### config.mk
export PLATFORM = sky130hd
export DESIGN_NAME = serial_subtractor_nbit
export DESIGN_NICKNAME = d
export VERILOG_FILES = /design/src/rtl/serial_subtractor_nbit_pkg.sv /design/src/rtl/serial_subtractor_nbit_full_subtractor.sv /design/src/rtl/serial_subtractor_nbit.sv
export SDC_FILE = /design/constraint.sdc
export NUM_CORES = 1
export LEC_CHECK = 0
export BUFFER_PORTS_ARGS = -buffer_cell sky130_fd_sc_hd__buf_2
export CORE_UTILIZATION = 59
export DETAILED_ROUTE_END_ITERATION = 6
export HOLD_SLACK_MARGIN = 0.02
export PLACE_DENSITY = 0.95
export SLEW_MARGIN = 20
export SYNTH_ARGS = -nofsm -noshare
export SYNTH_HDL_FRONTEND = slang
export SYNTH_HIERARCHICAL = 1
export SYNTH_SLANG_ARGS = --single-unit
### constraint.sdc
create_clock -name clk -period 4.35 [get_ports clk]
set_clock_uncertainty 0.1 [all_clocks]
set_input_delay 0.87 -clock clk [delete_from_list [all_inputs] [get_ports clk]]
set_output_delay 0.87 -clock clk [all_outputs]
set_load 0.01 [all_outputs]
### src/rtl/serial_subtractor_nbit_pkg.sv
//==============================================================================
// Module  : sub_pkg
// Brief   : Shared FSM state encoding and limits for the bit-serial subtractor.
// Revision: 1.0 - initial release
//==============================================================================
`default_nettype none

package sub_pkg;

   typedef enum logic [1:0] {
      IDLE  = 2'd0,
      SHIFT = 2'd1,
      DONE  = 2'd2
   } sub_state_t;

   localparam int MAX_WIDTH = 32;

endpackage

`default_nettype wire

### src/rtl/serial_subtractor_nbit_full_subtractor.sv
//==============================================================================
// Module  : full_subtractor
// Brief   : One-bit full subtractor slice: d = a - b - bin, bout = borrow out.
// Revision: 1.0 - initial release
//==============================================================================
`default_nettype none

module full_subtractor (
   input  logic a,
   input  logic b,
   input  logic bin,
   output logic d,
   output logic bout
);

   logic w_axb;

   assign w_axb = a ^ b;
   assign d     = w_axb ^ bin;
   assign bout  = (~a & b) | (~w_axb & bin);

endmodule

`default_nettype wire

### src/rtl/serial_subtractor_nbit.sv
//==============================================================================
// Module  : serial_subtractor_nbit
// Brief   : Bit-serial N-bit subtractor (a - b - borrow_in), LSB first, with
//           start/busy/done handshake. Macro SUB_OVERFLOW_EN adds signed overflow.
// Revision: 1.0 - initial release
//==============================================================================
`default_nettype none

module serial_subtractor_nbit
   import sub_pkg::*;
#(
   parameter int BIT_WIDTH = 16
) (
   input  logic                 clk,
   input  logic                 rst,
   input  logic                 start,
   input  logic [BIT_WIDTH-1:0] a,
   input  logic [BIT_WIDTH-1:0] b,
   input  logic                 borrow_in,
   output logic                 busy,
   output logic                 done,
   output logic [BIT_WIDTH-1:0] difference,
   output logic                 borrow_out
`ifdef SUB_OVERFLOW_EN
   ,
   output logic                 overflow
`endif
);

   localparam int                 c_CNT_W = $clog2(BIT_WIDTH);
   localparam logic [c_CNT_W-1:0] c_LAST  = c_CNT_W'(BIT_WIDTH - 1);

   sub_state_t r_state;
   sub_state_t w_state_next;

   logic [BIT_WIDTH-1:0] r_a_sr;
   logic [BIT_WIDTH-1:0] r_b_sr;
   // Only BIT_WIDTH-1 bits are kept: the newest bit is folded in combinationally.
   logic [BIT_WIDTH-2:0] r_diff_sr;
   logic [c_CNT_W-1:0]   r_cnt;
   logic                 r_brw;
   logic [BIT_WIDTH-1:0] r_difference;
   logic                 r_borrow_out;

   logic                 w_d;
   logic                 w_bout;
   logic                 w_load;
   logic                 w_last;
   logic [BIT_WIDTH-1:0] w_diff_next;

   full_subtractor u_bit_slice (
      .a    (r_a_sr[0]),
      .b    (r_b_sr[0]),
      .bin  (r_brw),
      .d    (w_d),
      .bout (w_bout)
   );

   assign w_load      = (r_state == IDLE) && start;
   assign w_last      = (r_state == SHIFT) && (r_cnt == c_LAST);
   assign w_diff_next = {w_d, r_diff_sr};

   always_ff @(posedge clk or posedge rst) begin
      if (rst) begin
         r_state <= IDLE;
      end else begin
         r_state <= w_state_next;
      end
   end

   always_comb begin
      w_state_next = r_state;
      case (r_state)
         IDLE:    if (start)  w_state_next = SHIFT;
         SHIFT:   if (w_last) w_state_next = DONE;
         DONE:    w_state_next = IDLE;
         default: w_state_next = IDLE;
      endcase
   end

   always_ff @(posedge clk or posedge rst) begin
      if (rst) begin
         r_a_sr       <= '0;
         r_b_sr       <= '0;
         r_diff_sr    <= '0;
         r_cnt        <= '0;
         r_brw        <= 1'b0;
         r_difference <= '0;
         r_borrow_out <= 1'b0;
      end else if (w_load) begin
         r_a_sr <= a;
         r_b_sr <= b;
         r_brw  <= borrow_in;
         r_cnt  <= '0;
      end else if (r_state == SHIFT) begin
         r_a_sr    <= {1'b0, r_a_sr[BIT_WIDTH-1:1]};
         r_b_sr    <= {1'b0, r_b_sr[BIT_WIDTH-1:1]};
         r_diff_sr <= w_diff_next[BIT_WIDTH-1:1];
         r_brw     <= w_bout;
         r_cnt     <= r_cnt + 1'b1;
         if (w_last) begin
            r_difference <= w_diff_next;
            r_borrow_out <= w_bout;
         end
      end
   end

`ifdef SUB_OVERFLOW_EN
   // On the last step the slice inputs hold the latched operand MSBs.
   logic r_overflow;

   always_ff @(posedge clk or posedge rst) begin
      if (rst) begin
         r_overflow <= 1'b0;
      end else if (w_last) begin
         r_overflow <= (r_a_sr[0] != r_b_sr[0]) && (w_d != r_a_sr[0]);
      end
   end

   assign overflow = r_overflow;
`endif

   assign busy       = (r_state == SHIFT);
   assign done       = (r_state == DONE);
   assign difference = r_difference;
   assign borrow_out = r_borrow_out;

endmodule

`default_nettype wire

== Yosys cells after proc, flatten, opt, wreduce, memory -nomap -nowiden ==
Cells that the tools add are included.
W data, S select, Z words.
Storage, ports and cells
  output and inout port bits: 19
  register bits after elaboration: 71
  bits of input ports: 36
Cells by class
  reduce and logical (&&, ||, !) cells: 7
  mux-type cells: 11
  add/sub/neg operators: 1
  bitwise logic cells: 8
  eq/ne operators: 5
Operators by type and width (number)
  $mux W16: 4
  $mux W4: 2
  $add A4 B1 Y4 const B: 1
  $eq A4 B4 Y1 const B: 1
  $mux W2: 2
  $pmux W2 S2: 1
  $reduce_and A2 Y1: 2
  $not A1 Y1: 3
  $reduce_and A3 Y1: 1
  $and A1 B1 Y1: 2
  $eq A2 B1 Y1 const B: 1
  $eq A2 B2 Y1 const B: 1
  $logic_and A1 B1 Y1: 2
  $logic_not A2 Y1: 1
  $mux W1: 2
  $ne A2 B1 Y1 const B: 1
  $ne A2 B2 Y1 const B: 1
  $reduce_bool A2 Y1: 1
  $xor A1 B1 Y1: 2
  $or A1 B1 Y1: 1

== Logic depth before layout (Yosys ltp) ==
Gate-level depths: netlist of run 1.
  word-level depth: 6
  gate-level depth with buffers: 7
  gate-level depth less buffers: 5

== By module ==
The synthesis of run 1 kept the hierarchy.
By module, submodules not included
  serial_subtractor_nbit: cells an instance 257, times used 1, area an instance 3069.2 µm², sequential area each 1776.7 µm²
  full_subtractor: cells an instance 4, times used 1, area an instance 31.3 µm², sequential area each 0.0 µm²

== Least setup slack after synthesis of run 1 ==
No wires, ideal clock.
  path kind: reg-to-output
  from: reg r_state[1]
  to: out busy
  slack: 2.373 ns
  arrival time: 1.007 ns
  data required time: 3.380 ns
  stages on the path, launching flop included: 5
  cell sequence: dfrtp_1 buf_6 nor2b_2 buf_6 clkbuf_1
On the way
  word-level cells in the longest chain between the ends: 1
RTL lines
  start, declared: line serial_subtractor_nbit.sv:33  | sub_state_t r_state;
  start signal, assigned: line serial_subtractor_nbit.sv:67  | r_state <= w_state_next;
  $eq A2 B1 Y1: line serial_subtractor_nbit.sv:123  | assign busy = (r_state == SHIFT);
  end, declared: line serial_subtractor_nbit.sv:20  | output logic busy,
No other way between the ends.

== Worst setup path in the final report of run 1 ==
Ends and elaborated chain as after synthesis.

==> results.md, run 1 <==
* CTS tree: built
* Crit share post-route at 62.4%
* Post-route ant nets at 0
* DR pass1 iterations at 4
* Die height at 74.5 µm
* Die ar. at 5550 µm²
* CP endpoint kind: output pin
* Inserted Clock Buffers at 9
* Site Rows at 26
* GPL Wtd Cong at 0.756
* H-tree Lvls at 3
* Setup_tns at 0 ns
* Total track usage at 24.5%
* Worst-Margin Slew at 0.943 ns
* Arrival time at the worst endpoint at 1.74 ns
* Maximum VDD drop at 0.408 mV
* Outcome: finished clean
* Port bufs at 54
* Worst path required time at 3.38 ns
* FFs w/ async S/R, synth at 100%
* Area grow syn2layout at 15.1%
* First-pass GRT wire length at 9910 µm
* Layout net count at 349
* Mapped Cells at 261
* Gr ovfl total at 0
* Crit-path max FO at 37
* FF/Latch Area at 1780 µm²
* Placeable Area at 5070 µm²
* Max Fclk at 368 MHz
* Mux contribution to synthesized area at 12.7%
* Sequential fraction of the synthesis area at 57.3%
* Worst slew margin at 37.1%
* Multi-input gate area at 1180 µm²
* Vias/cell at 5.74
* Initial core utilization at 61.1%
* # fillers at 364
* Static leakage power at 0.00163 µW
* # IOs at 55
* Final core utilization at 70.3%
* Syn_area_per_cell at 11.9 µm²
* 1st-iter DRT viols at 179
* Syn. warnings at 6
* Final Hold Vio Count at 0
* CTS Buffer Depth at 2
* Startpoint Class: flop
* Synth Register Bits at 71
* Avg WL per Cell at 15.9 µm
* CTS Hold Bufs at 0
* Die X at 74.5 µm
* EDFF count, synth at 0
* Critical path class: reg2out
* Largest family of logic cells by synthesized area: compound AO/OA/AOI/OAI gates
* Hpwl dp at 3900 µm
* Final setup violation count at 0
* Pwr Total at 2550 µW
* Yosys cell types at 25
* Syn_nets at 299
* RSZ-0062 raised after global routing: false
* Fin cells at 386
* Final min period at 2.71 ns
* Largest net degree at the start of global routing at 48
* Area share of and/or/nand/nor cells after synthesis at 7.14%
* WL final at 6150 µm
* Primary FF master, synth: dfrtp_1
* P per Cell Area at 716 nW/µm²
* Netlist Area Pre-Place at 3100 µm²
* Layout cells sized above 1 at 35.4%
* Area share of fa/ha/maj cells after synthesis at 1.05%
* Compound-cell area share of the yosys netlist at 17.0%
* Worst skew pair latency at 0.36 ns
* DR vias at 2215
* Max_cap viols at 0
* # diodes at 0
* Fin. max-slew vios at 0
* DRC Markers at 0
* Synth Area in XOR/XNOR at 0%
* Post-CTS Setup Bufs at 0
* Min-delay worst type: reg2reg
* Initial antenna violation count at 0
* Vias in the first global route at 2079
* Clock transition at path regs at 0.08 ns
* DP Cell Count at 370
* Post-CTS Resized at 0
* CTS Sinks at 71
* Root Driver: clkbuf_8
-- metal layers --
metal | vias to the layer above | part of all wire, % | GRT usage [%] | wire (µm)
met4 | 0 | 1.1 | 8.81 | 69
met2 | 80 | 48 | 37.0 | 2940
met1 | 1096 | 46 | 33.7 | 2810
li1 | 1032 | - | - | -
met3 | 7 | 5.5 | 7.32 | 341
met5 | - | 0 | 0 | 0
-- cell type report --
type                            count  share of cell area [%]
Sequential cell                    71                    49.8
Multi-Input combinational cell    163                    33.1
Timing Repair Buffer               59                    8.63
Clock buffer                        9                    3.47
Tap cell                           70                    2.46
Clock inverter                      7                    1.79
Inverter                            7                   0.737
-- critical path, cell delays in order (launching register included) --
cell and delay [ns]:
dfrtp_1 0.37, buf_4 0.24, nor2b_2 0.53, buf_2 0.24
-- cell usage in the layout (no fill, tap or decap), drive strengths merged, types with 9 or more instances in the layout --
cell type	n
a21oi	16
buf	59
dfrtp	71
mux2	32
a22oi	31
nand2	21
clkbuf	9
o21ai	33
nor2b	18
inv	11
-- flip-flops by register name, summed over array words and instances, names as in the netlist --
name,cells
borrow_out,1
difference,16
r_a_sr,16
r_b_sr,16
r_brw,1
r_cnt,4
r_diff_sr,15
r_state,2
-- final timing paths --
path                            cells after the start              to  slack (ns)  startpoint
worst max-delay path                                3            busy        1.64  r_state[1]
worst min register to register                      2       r_b_sr[0]        0.39   r_b_sr[0]
worst min-delay path                                2       r_b_sr[0]        0.39   r_b_sr[0]
min in group asynchronous                           2  difference[11]        0.62         rst
worst max register to register                      4  difference[11]        2.07  r_state[1]
max in group asynchronous                           3       r_a_sr[4]        2.66         rst
-- cell usage after synthesis (2+ instances only) --
cell type | number | area [µm²]
buf_6 | 3 | 33.8
buf_2 | 6 | 30.0
a22oi_1 | 31 | 233
clkbuf_1 | 10 | 37.5
inv_1 | 7 | 26.3
nor2b_1 | 17 | 106
a41oi_1 | 2 | 17.5
mux2_4 | 9 | 135
o21ai_0 | 33 | 165
nand2_1 | 21 | 78.8
mux2_2 | 23 | 259
dfrtp_1 | 71 | 1780
a21oi_1 | 16 | 80.1
-- power breakdown --
part	internal [µW]	total [µW]	switching [µW]
registers	961	1160	204
clock network	219	500	280
logic	456	891	435
total	1640	2550	919
-- kinds of logic after synthesis --
group / Yosys count
compound gates: 86
fa+ha+maj: 2
flops: 71
mux: 32
simple gates: 43
buf+inv: 27
-- through the flow --
| step | hold WS, ns | setup WS [ns] | area, µm² |
|---|---|---|---|
| finish | 0.389 | 1.64 | 3570 |
| global route | 0.403 | 1.57 | 3570 |
| CTS | 0.395 | 1.62 | 3560 |
| detailed placement | 0.377 | 1.64 | 3370 |
| global placement | 0.361 | 1.74 | 3370 |
| floorplan | 0.350 | 1.58 | 3100 |
(Power assumes the default switching activity.)
==> inputs of run 2 (changes only) <==
ABC_AREA = 1   (was default)
CORE_UTILIZATION = 55   (was 59)
PLACE_DENSITY = 0.9   (was 0.95)
clock period = 2.5 ns   (was 4.35 ns; I/O delays follow)
==> results.md, run 2 <==
* CP endpoint kind: output pin
* Syn_nets at 387 (+29%)
* CTS tree: built
* Fin. max-slew vios at 0 (unchanged)
* Commonest non-fill, non-tap cells in the layout: nand2_1, dfrtp_1, nand3_1
* Leading area contributor after synthesis: dfrtp_1
* Die ar. at 5820 µm² (+4.9%)
* DR pass1 iterations at 5 (+1)
* DRC Markers at 0 (unchanged)
* Pwr Total at 4240 µW (+66%)
* Gr ovfl total at 0 (unchanged)
* Final Hold Vio Count at 0 (unchanged)
* Avg WL per Cell at 12.9 µm (-19%)
* Syn. warnings at 6 (unchanged)
* CP max-delay cell: dfrtp_1
* Critical path class: reg2out
* Site Rows at 26 (unchanged)
* Crit share post-route at 80.2%
* H-tree Lvls at 3 (unchanged)
* Placeable Area at 5200 µm² (+2.6%)
* Top cell types by occurrence after synthesis: nand2_1, dfrtp_1, nand3_1
* CTS Sinks at 71 (unchanged)
* Arrival time at the worst endpoint at 1.41 ns (-0.33 ns)
* Static leakage power at 0.00186 µW (+14%)
* Max Fclk at 499 MHz
* # IOs at 55 (unchanged)
* Vias/cell at 5.28 (-8.0%)
* Die X at 76.3 µm (+2.4%)
* Max_cap viols at 0 (unchanged)
* Worst path required time at 1.90 ns (-1.48 ns)
* First-pass GRT wire length at 10500 µm (+5.6%)
* Crit-path cells: inv_2 > nand2_2 > inv_2 > buf_2
* Syn_area_per_cell at 8.70 µm² (-27%)
* Post-route ant nets at 0 (unchanged)
* Crit-path max FO at 16 (-57%)
* Compound-cell area share of the yosys netlist at 3.38% (-14 points)
* Most common cell in the netlist: nand2_1
* Startpoint Class: flop
* Yosys cell types at 22 (-12%)
* CTS Hold Bufs at 0 (unchanged)
* Mapped Cells at 349 (+34%)
* CTS Buffer Depth at 2 (unchanged)
* Area grow syn2layout at 15.2%
* Vias in the first global route at 2400 (+15%)
* GPL Wtd Cong at 0.758 (+0.19%)
* Die height at 76.3 µm (+2.4%)
* DR vias at 2497 (+13%)
* Hold slack at 0.137 ns (-0.252 ns)
* Most common cell after layout, fill and taps aside: nand2_1
* Worst slew margin at 72.9% (+36 points)
* Final setup violation count at 0 (unchanged)
* Post-CTS Setup Bufs at 0 (unchanged)
* # diodes at 0 (unchanged)
* Outcome: finished clean
* 1st-iter DRT viols at 245 (+37%)
* Slowest stage delay, CP at 0.37 ns (-0.16 ns)
* Worst-Margin Slew at 0.407 ns (-0.536 ns)
* Hpwl dp at 3960 µm (+1.5%)
* Total track usage at 22.9% (-1.6 points)
* Clock transition at path regs at 0.06 ns (-0.02 ns)
* FFs w/ async S/R, synth at 100% (unchanged)
* EDFF count, synth at 0 (unchanged)
* Synth Register Bits at 71 (unchanged)
* Largest net degree at the start of global routing at 72 (+50%)
* WL final at 6110 µm (-0.73%)
* Inserted Clock Buffers at 9 (unchanged)
* Maximum VDD drop at 0.541 mV (+32%)
* Initial antenna violation count at 0 (unchanged)
* Layout cells sized above 1 at 19.4% (-16 points)
* Final core utilization at 67.2% (-3.1 points)
* Synth area leaders: dfrtp_1, nand2_1, nand3_1
* Area share of and/or/nand/nor cells after synthesis at 32.2% (+25 points)
* P per Cell Area at 1210 nW/µm² (+69%)
* RSZ-0062 raised after global routing: false
* Worst skew pair latency at 0.33 ns (-0.03 ns)
* Initial core utilization at 58.3% (-2.8 points)
* Final min period at 2.01 ns
* Root Driver: clkbuf_8
* Layout net count at 437 (+25%)
* Top-area cell type share of the netlist area at 58.5% (+1.2 points)
* Largest family of logic cells by synthesized area: simple AND/OR/NAND/NOR gates
* Setup_tns at 0 ns (unchanged)
* Primary FF master, synth: dfrtp_1
* Mux contribution to synthesized area at 0% (-13 points)
* Area share of fa/ha/maj cells after synthesis at 1.07% (+0.022 points)
* Min-delay worst type: in2async
* Netlist Area Pre-Place at 3040 µm² (-2.1%)
* Sequential fraction of the synthesis area at 58.5% (+1.2 points)
* Port bufs at 54 (unchanged)
* Synth Area in XOR/XNOR at 0.289% (+0.29 points)
* Post-CTS Resized at 0 (unchanged)
* # fillers at 422 (+16%)
* Most frequent cell on the critical path: inv_2
* Reg-to-reg setup timing slack at 0.83 ns (-1.24 ns)
==> run 2: kinds of logic (layout without fill, tap and decap cells) <==
logic type	after synthesis	after routing
adder cells (fa/ha/maj)	2	2
XOR/XNOR	1	1
flip-flops	71	71
AO/OA/AOI/OAI	20	20
buffers and inverters	28	82
AND/OR/NAND/NOR	227	227
==> run 2: per-stage QoR <==
stage	std cells	cell area (µm²)	setup WS, ns
floorplan	349	3040	0.103
global placement	458	3340	0.870
global route	473	3500	0.371
detailed placement	458	3340	0.834
CTS	473	3500	0.477
finish	473	3500	0.495
==> run 2: power breakdown <==
part           switching, µW  internal (µW)  total, µW
clock network            375            382        757
registers                301           1620       1920
logic                   1020            541       1560
==> run 2: worst paths after layout <==
path                           startpoint             end  cells past startpoint
setup reg to reg               r_state[1]       r_a_sr[5]                      6
hold reg to reg            difference[10]  difference[10]                      2
min in group clk                     a[4]       r_a_sr[4]                      3
setup / recovery               r_state[1]            busy                      4
hold / removal                        rst    r_diff_sr[4]                      3
max in group asynchronous             rst      r_state[1]                      3
==> run 2: area by class of cell <==
type	instances	area, µm²	area share, %
tap	70	87.6	2.51
multi-input combinational	250	1120	32.0
clock inverter	1	5.00	0.143
sequential	71	1780	50.8
clock buffer	14	153	4.37
inverter	7	26.3	0.752
timing repair buffer	60	328	9.38
==> run 2: metal layers <==
layer / part of all wire [%] / global-route usage [%] / wire length [µm]
met2: 50 / 37.4 / 3030
met3: 4.1 / 3.95 / 251
met1: 45 / 29.9 / 2750
met5: 0 / 0 / 0
met4: 1.4 / 10.8 / 87
==> run 2: worst max-delay path: cells and delay by family (launching register included) <==
family / cells / cell delay [ns]
AND/OR/NAND/NOR: 1 / 0.17
flip-flops: 1 / 0.37
buffers and inverters: 3 / 0.53
